===== src/rtl/msk_sharing_fifo_pkg.sv =====
// rtl/msk_sharing_fifo_pkg.sv - share-layout and sizing helpers shared by the masked stages
package msk_sharing_fifo_pkg;

  // Width of one sharing: count masked bits, each split into d shares.
  function automatic int sharing_width(input int count, input int d);
    return count * d;
  endfunction

  // LSB of share j inside a sharing; share j occupies [j*count +: count].
  function automatic int share_lsb(input int j, input int count);
    return j * count;
  endfunction

  function automatic int clog2(input int n);
    int r;
    r = 0;
    for (int v = 1; v < n; v = v * 2) begin
      r = r + 1;
    end
    return r;
  endfunction

endpackage


===== src/rtl/msk_fifo_ctrl.sv =====
// rtl/msk_fifo_ctrl.sv - pointer, level and handshake control for the sharing FIFO (MSKFIFO_ZEROIZE_EN)
module msk_fifo_ctrl
  import msk_sharing_fifo_pkg::*;
#(
  parameter int DEPTH = 4,
  parameter int AW    = clog2(DEPTH)
) (
  input  logic          clk,
  input  logic          rst,
  input  logic          in_valid,
  input  logic          out_ready,
  output logic          in_ready,
  output logic          out_valid,
  output logic          push,
  output logic          pop,
  output logic [AW-1:0] wr_ptr,
  output logic [AW-1:0] rd_ptr,
  output logic [AW:0]   level,
  output logic          zero_we
);

  // Handshake status comes only from the level register, never from in_valid/out_ready.
  assign in_ready  = (level != (AW+1)'(DEPTH));
  assign out_valid = (level != '0);
  assign push      = in_valid && in_ready;
  assign pop       = out_valid && out_ready;

`ifdef MSKFIFO_ZEROIZE_EN
  assign zero_we = pop;
`else
  assign zero_we = 1'b0;
`endif

  always_ff @(posedge clk) begin
    if (rst) begin
      wr_ptr <= '0;
      rd_ptr <= '0;
      level  <= '0;
    end else begin
      if (push) begin
        wr_ptr <= wr_ptr + AW'(1);
      end
      if (pop) begin
        rd_ptr <= rd_ptr + AW'(1);
      end
      case ({push, pop})
        2'b10:   level <= level + (AW+1)'(1);
        2'b01:   level <= level - (AW+1)'(1);
        default: level <= level;
      endcase
    end
  end

endmodule


===== src/rtl/msk_sharing_fifo.sv =====
// rtl/msk_sharing_fifo.sv - lane-separated FIFO for masked sharings (optional MSKFIFO_ZEROIZE_EN)
module msk_sharing_fifo
  import msk_sharing_fifo_pkg::*;
#(
  parameter int d     = 2,
  parameter int count = 1,
  parameter int DEPTH = 4
) (
  input  logic                     clk,
  input  logic                     rst,
  input  logic [count*d-1:0]       in_data,
  input  logic                     in_valid,
  output logic                     in_ready,
  output logic [count*d-1:0]       out_data,
  output logic                     out_valid,
  input  logic                     out_ready,
  output logic [clog2(DEPTH):0]    level
);

  localparam int W  = sharing_width(count, d);
  localparam int AW = clog2(DEPTH);

  logic [W-1:0]  mem [DEPTH];
  logic          push;
  logic          pop;
  logic          zero_we;
  logic [AW-1:0] wr_ptr;
  logic [AW-1:0] rd_ptr;

  msk_fifo_ctrl #(
    .DEPTH (DEPTH),
    .AW    (AW)
  ) u_ctrl (
    .clk       (clk),
    .rst       (rst),
    .in_valid  (in_valid),
    .out_ready (out_ready),
    .in_ready  (in_ready),
    .out_valid (out_valid),
    .push      (push),
    .pop       (pop),
    .wr_ptr    (wr_ptr),
    .rd_ptr    (rd_ptr),
    .level     (level),
    .zero_we   (zero_we)
  );

`ifdef MSKFIFO_ZEROIZE_EN
  // Popped slots are scrubbed; the push is written last so it wins on a shared slot.
  always_ff @(posedge clk) begin
    if (rst) begin
      for (int i = 0; i < DEPTH; i++) begin
        mem[i] <= '0;
      end
    end else begin
      if (zero_we) begin
        mem[rd_ptr] <= '0;
      end
      if (push) begin
        mem[wr_ptr] <= in_data;
      end
    end
  end
`else
  always_ff @(posedge clk) begin
    if (zero_we) begin
      mem[rd_ptr] <= '0;
    end
    if (push) begin
      mem[wr_ptr] <= in_data;
    end
  end
`endif

  // Each share lane gets its own read mux so no logic ever mixes shares.
  for (genvar j = 0; j < d; j++) begin : g_lane
    localparam int LSB = share_lsb(j, count);
    logic [count-1:0] lane_q;
    assign lane_q = mem[rd_ptr][LSB +: count];
`ifdef MSKFIFO_ZEROIZE_EN
    assign out_data[LSB +: count] = out_valid ? lane_q : '0;
`else
    assign out_data[LSB +: count] = lane_q;
`endif
  end

endmodule


===== config.mk =====
export PLATFORM = sky130hd
export DESIGN_NAME = msk_sharing_fifo
export DESIGN_NICKNAME = d
export VERILOG_FILES = /design/src/rtl/msk_sharing_fifo_pkg.sv /design/src/rtl/msk_fifo_ctrl.sv /design/src/rtl/msk_sharing_fifo.sv
export SDC_FILE = /design/constraint.sdc
export NUM_CORES = 1
export LEC_CHECK = 0
export BUFFER_PORTS_ARGS = -buffer_cell sky130_fd_sc_hd__buf_4
export CAP_MARGIN = 20
export CORE_AREA = 2 2 49 42
export DETAILED_ROUTE_END_ITERATION = 6
export DIE_AREA = 0 0 51 44
export PLACE_DENSITY = 0.68
export SYNTH_ARGS = -nofsm -noshare
export SYNTH_HDL_FRONTEND = slang
export SYNTH_SLANG_ARGS = --single-unit

===== constraint.sdc =====
create_clock -name clk -period 2 [get_ports clk]
set_input_delay 0.4 -clock clk [delete_from_list [all_inputs] [get_ports clk]]
set_output_delay 0.4 -clock clk [all_outputs]
set_load 0.05 [all_outputs]

# Yosys cells after proc, flatten, opt, wreduce, memory -nomap -nowiden
# Memory sizes are Yosys's and may differ from the RTL's. A register that Yosys moved wholly into a read port is not among the register bits.
# Index checks and enable logic that the tools add are counted.
[totals]
ramBits = 8
n_memories = 1
out_inout_bits = 7
reg_bits = 7
[mem_list]
columns = ["memory", "depth", "word_bits", "read_ports", "rd_ports_with_merged_regs", "write_ports", "line", "rtl"]
rows = [
  ["mem", 4, 2, 1, 1, 1, "msk_sharing_fifo.sv:23", "logic [W-1:0] mem [DEPTH];"],
]
[op_classes]
n_eq_ne = 3
n_addsub = 4
n_reduce_logical = 4
muxes = 5
[op_table]
columns = ["operator", "n"]
rows = [
  ["3-bit one-hot mux with 2 select lines", 1],
  ["2-bit by 1-bit adder with 2-bit output, second input constant", 2],
  ["2-bit 2-to-1 mux", 2],
  ["3-bit by 1-bit adder with 3-bit output, second input constant", 1],
  ["3-bit inequality test, second input constant", 1],
  ["3-bit nonzero test", 1],
  ["3-bit by 1-bit subtractor with 3-bit output, second input constant", 1],
  ["2-bit by 1-bit equality test with 1-bit output, second input constant", 1],
  ["2-bit equality test, second input constant", 1],
  ["1-bit logical AND", 2],
  ["1-bit 2-to-1 mux", 2],
  ["2-bit nonzero test", 1],
]

# Depth between registers and ports, before layout
[depth]
ltp_word = 4
mapped_depth = 9
depth_no_buf = 9

# Hierarchy
# From an unflattened synthesis, not the netlist that was laid out.
[unflattened]
cells_unflattened = 73
hier_area_um2 = 768.2
[modules_own_cells]
columns = ["module", "n_inst", "cells_each", "area_each_um2"]
rows = [
  ["msk_sharing_fifo", 1, 31, 396.6],
  ["msk_fifo_ctrl", 1, 42, 371.6],
]

# Worst setup path before layout
# No wires, ideal clock.
[synth_timing]
path_type = "reg2reg"
from = "register u_ctrl.level[2]"
to = "register u_ctrl.level[2]"
period_less_slack_ns = 2.202
n_path_buf = 0
t_arrival_ns = 2.132
path_slack_ns = -0.202
stages_incl_launch_ff = 8
t_required_ns = 1.930
cell_sequence = "dfxtp_1 o31a_2 ha_1 inv_1 fa_1 xor2_1 or3_1 a21oi_1"
[synth_via]
elab_chain_len = 4
word_cells_on_any_way = 10
cone_classes = "2 x add/sub; 3 x eq/ne; 1 x mux; 4 x reduce/logical"
[synth_rtl]
columns = ["element", "line", "rtl"]
rows = [
  ["from (decl)", "msk_fifo_ctrl.sv:18", "output logic [AW:0] level,"],
  ["from (signal assigned)", "msk_fifo_ctrl.sv:47", "2'b10: level <= level + (AW+1)'(1);"],
  ["from (signal assigned)", "msk_fifo_ctrl.sv:48", "2'b01: level <= level - (AW+1)'(1);"],
  ["from (signal assigned)", "msk_fifo_ctrl.sv:49", "default: level <= level;"],
  ["3-bit nonzero test (*)", "msk_fifo_ctrl.sv:24", "assign out_valid = (level != '0);"],
  ["1-bit logical AND (*)", "msk_fifo_ctrl.sv:26", "assign pop = out_valid && out_ready;"],
  ["named net pop", "msk_sharing_fifo.sv:25", "logic pop;"],
  ["2-bit by 1-bit equality test with 1-bit output / 2-bit equality test (equally long branches)", "msk_fifo_ctrl.sv:46", "case ({push, pop})"],
  ["3-bit one-hot mux with 2 select lines / 2-bit nonzero test (equally long branches)", "n/a", ""],
]
# The timed path passes the listed nets; every way through them passes the cells marked *.
# A chain may end at the register's enable or synchronous reset.

# Worst setup path in the final report
[layout_timing]
from = "register u_ctrl.level[0]"
to = "register u_ctrl.level[2]"
[layout_via]
elab_chain_len = 4
word_cells_on_any_way = 10
cone_classes = "2 x add/sub; 3 x eq/ne; 1 x mux; 4 x reduce/logical"
[layout_rtl]
columns = ["element", "line"]
rows = [
  ["3-bit inequality test / 3-bit nonzero test (equally long branches)", "msk_fifo_ctrl.sv:23, msk_fifo_ctrl.sv:24"],
  ["1-bit logical AND, on equally long branches", "msk_fifo_ctrl.sv:25, msk_fifo_ctrl.sv:26"],
  ["2-bit by 1-bit equality test with 1-bit output / 2-bit equality test (equally long branches)", "msk_fifo_ctrl.sv:46"],
  ["3-bit one-hot mux with 2 select lines / 2-bit nonzero test (equally long branches)", "n/a"],
]
# Parallel ways exist; a longest one is shown, timed or not.

==> out/metrics.cfg <==
[outcome]
status=finished, final reports clean

[worst_setup_path]
crit_required_ns=2.22
ff2ff_path_depth=9
path_buf_inv=2
cp_slowest_cell=dfxtp_4
critPathMaxFanout=7
arrival_ns=2.12
crit_path_start_kind=flip-flop
rr_startpoint=u_ctrl.level[0]$_SDFFE_PP0P_
critPathTopFamily=adder cells
worstSetupEndpointType=flip-flop
critPathKind=reg2reg
max_stage_delay_ns=0.38
crit_start=u_ctrl.level[0]$_SDFFE_PP0P_
path_cells=nor2_4 -> a21boi_4 -> inv_1 -> ha_2 -> inv_1 -> fa_1 -> xor2_1 -> or3_1 -> a21oi_1
crit_cells=9
crit_top_cell=inv_1

[routing]
avgViaCountPerCell=4.73
drc=0
vias=482
routedWlPerCell_um=12.0
routed_wl_um=1220
drt_iter0_markers=7
antenna_left=0
dr.pass1.iters=3

[timing]
finalSetupTns_ns=0
finClkSkew_ns=0.00116
slew_viol_final=0
max_freq_mhz=526
worst_pin_slew_ns=0.335
slew_headroom=0.773
period_minus_slack_ns=1.90
post-route-period-util=0.951
hold_viol_final=0
setup_viol=0

[global_routing]
grt_max_degree=11
grt_first_pass_wirelength_um=2040
grt_pass1_vias=467
grt_usage=0.127
grt_antenna_before_repair=0
grt-ovfl-total=0

[floorplanning]
die_w_um=51
die_y_um=44
initial_core_util=0.438
dieArea_um2=2240
rows=14
io_pins=13
core_area_um2=1770

[clocking]
insertion_delay_ns=0.29
numCtsBuffers=3
clk_pin_slew_ns=0.09
clock_path_buffers=2
holdBufCountCts=0
tritoncts=done
cts_max_level=1
cts_sinks=17
cts_root_buf=clkbuf_4

[power]
switching_share=0.420
p_seq_frac=0.407
ir_worst_vdd_uv=886
combPwrFrac=0.454
pwr-share-clk=0.139
p_switching_mw=0.538
p_leak_nw=0.378
internal_power_mw=0.744
power_mw=1.28
power_density_nw_per_um2=1360

[layout]
nNetsFinal=91
seqCellArea_um2=429
fill_cells=156
syn2layout_area_growth_pct=21.6
drive_above_1_share=0.346
multiInputGateArea_um2=335
diodes=0

[min_path]
hold_path_depth=1
min_from=in_data[1]
min_path_type=in2reg

[synth]
synth_cells=62
synthArstFlopShare=0
synth_top_area_cell=edfxtp_1
synthesis.area_um2=774
yosysMostFrequentCell=dfxtp_1
yosysWarnings=0
synth-edff-count=8
synth.net_count=74
synth-seq-cells=17
synth.lib_cells_used.distinct=23
synthFlopType=dfxtp_1
synth_area_leaders=edfxtp_1, dfxtp_1, ha_1
synthTopCellsByCount=dfxtp_1, edfxtp_1, nor2_1
synth_seq_area_share=0.543
avgSynthCellArea_um2=12.5
synth_top_area_frac=0.310

[placed_design]
gp_congestion=0.717
portBuffers=12
place_hpwl_um=980

[job]
maxCapViolCount=0

-- area by class of cell --
class | count | share of cell area
repair buffers | 13 | 0.104
flip-flops and latches | 17 | 0.456
well taps | 24 | 0.0319
clock inverters | 1 | 0.00531
multi-input cells | 38 | 0.356
clock buffers | 3 | 0.0239
inverters | 6 | 0.0239
-- metal layers --
metal / wire length [um] / global-route usage
met1: 524 / 0.143
met2: 653 / 0.223
met3: 45 / 0.0517
met4: 0 / 0.0324
met5: 0 / 0
-- what timing repair did --
action                                  CTS  global route
endpoints found under the setup margin    0             1
buffers inserted                          0             0
gates resized for setup                   0             4
endpoints found under the hold margin     0             0
-- kinds of logic after synthesis --
group,count (synthesis),share of synthesized area
AOI/OAI and AO/OA,6,0.0679
buffers and inverters,7,0.0339
and+or+nand+nor,18,0.118
xor gates and xnor gates,4,0.0452
DFF,17,0.543
adders and majority gates,6,0.107
muxes,4,0.0856
-- path summary, 6_finish.rpt --
path	slack, ns	endpoint
max	0.1	u_ctrl.level[2]$_SDFFE_PP0P_
min reg2reg	0.52	u_ctrl.wr_ptr[1]$_SDFFE_PP0P_
max reg2reg	0.1	u_ctrl.level[2]$_SDFFE_PP0P_
min	0.31	mem[3][1]$_DFFE_PP_
-- stage by stage --
step           hold slack, ns  setup slack (ns)  utilization  cells  cell area, um^2
2_1_floorplan           0.482           0.00183            -     62              778
3_3_place_gp            0.502            0.0766        0.510     98              902
3_5_place_dp            0.509            0.0293        0.510     98              902
4_1_cts                 0.307            0.0576        0.525    102              930
5_1_grt                 0.300           -0.0186        0.533    102              942
6_report                0.313            0.0986        0.533    102              942
-- power groups by stage --
stage               Clock, mW  Combinational (mW)  Sequential, mW
floorplan                   0               0.370           0.571
global placement            0               0.564           0.519
detailed placement          0               0.575           0.523
CTS                     0.185               0.579           0.515
global route            0.199               0.629           0.534
finish                  0.178               0.582           0.522
-- cell usage in the layout, fill, tap and decap left out --
| cell | synthesis | layout |
|---|---|---|
| clkinv_2 | 0 | 1 |
| dfxtp_4 | 0 | 2 |
| xnor2_1 | 1 | 1 |
| o311ai_1 | 1 | 1 |
| buf_4 | 0 | 13 |
| and2_1 | 4 | 4 |
| o31a_2 | 1 | 1 |
| fa_1 | 1 | 1 |
| dfxtp_1 | 9 | 6 |
| nor2_4 | 0 | 1 |
| mux2i_1 | 1 | 1 |
| or3_2 | 1 | 1 |
| mux4_2 | 2 | 2 |
| o21ai_0 | 1 | 1 |
| inv_1 | 6 | 6 |
| mux2_1 | 1 | 1 |
| nand2b_1 | 2 | 2 |
| a21boi_4 | 1 | 1 |
| nor2_1 | 8 | 8 |
| nand2_1 | 1 | 1 |
| a21oi_1 | 2 | 2 |
| ha_2 | 0 | 1 |
| edfxtp_1 | 8 | 8 |
| or3_1 | 1 | 1 |
| clkbuf_4 | 0 | 3 |
| dfxtp_2 | 0 | 1 |
| xor2_1 | 3 | 3 |
| ha_1 | 5 | 4 |
(Power assumes the default switching activity.)
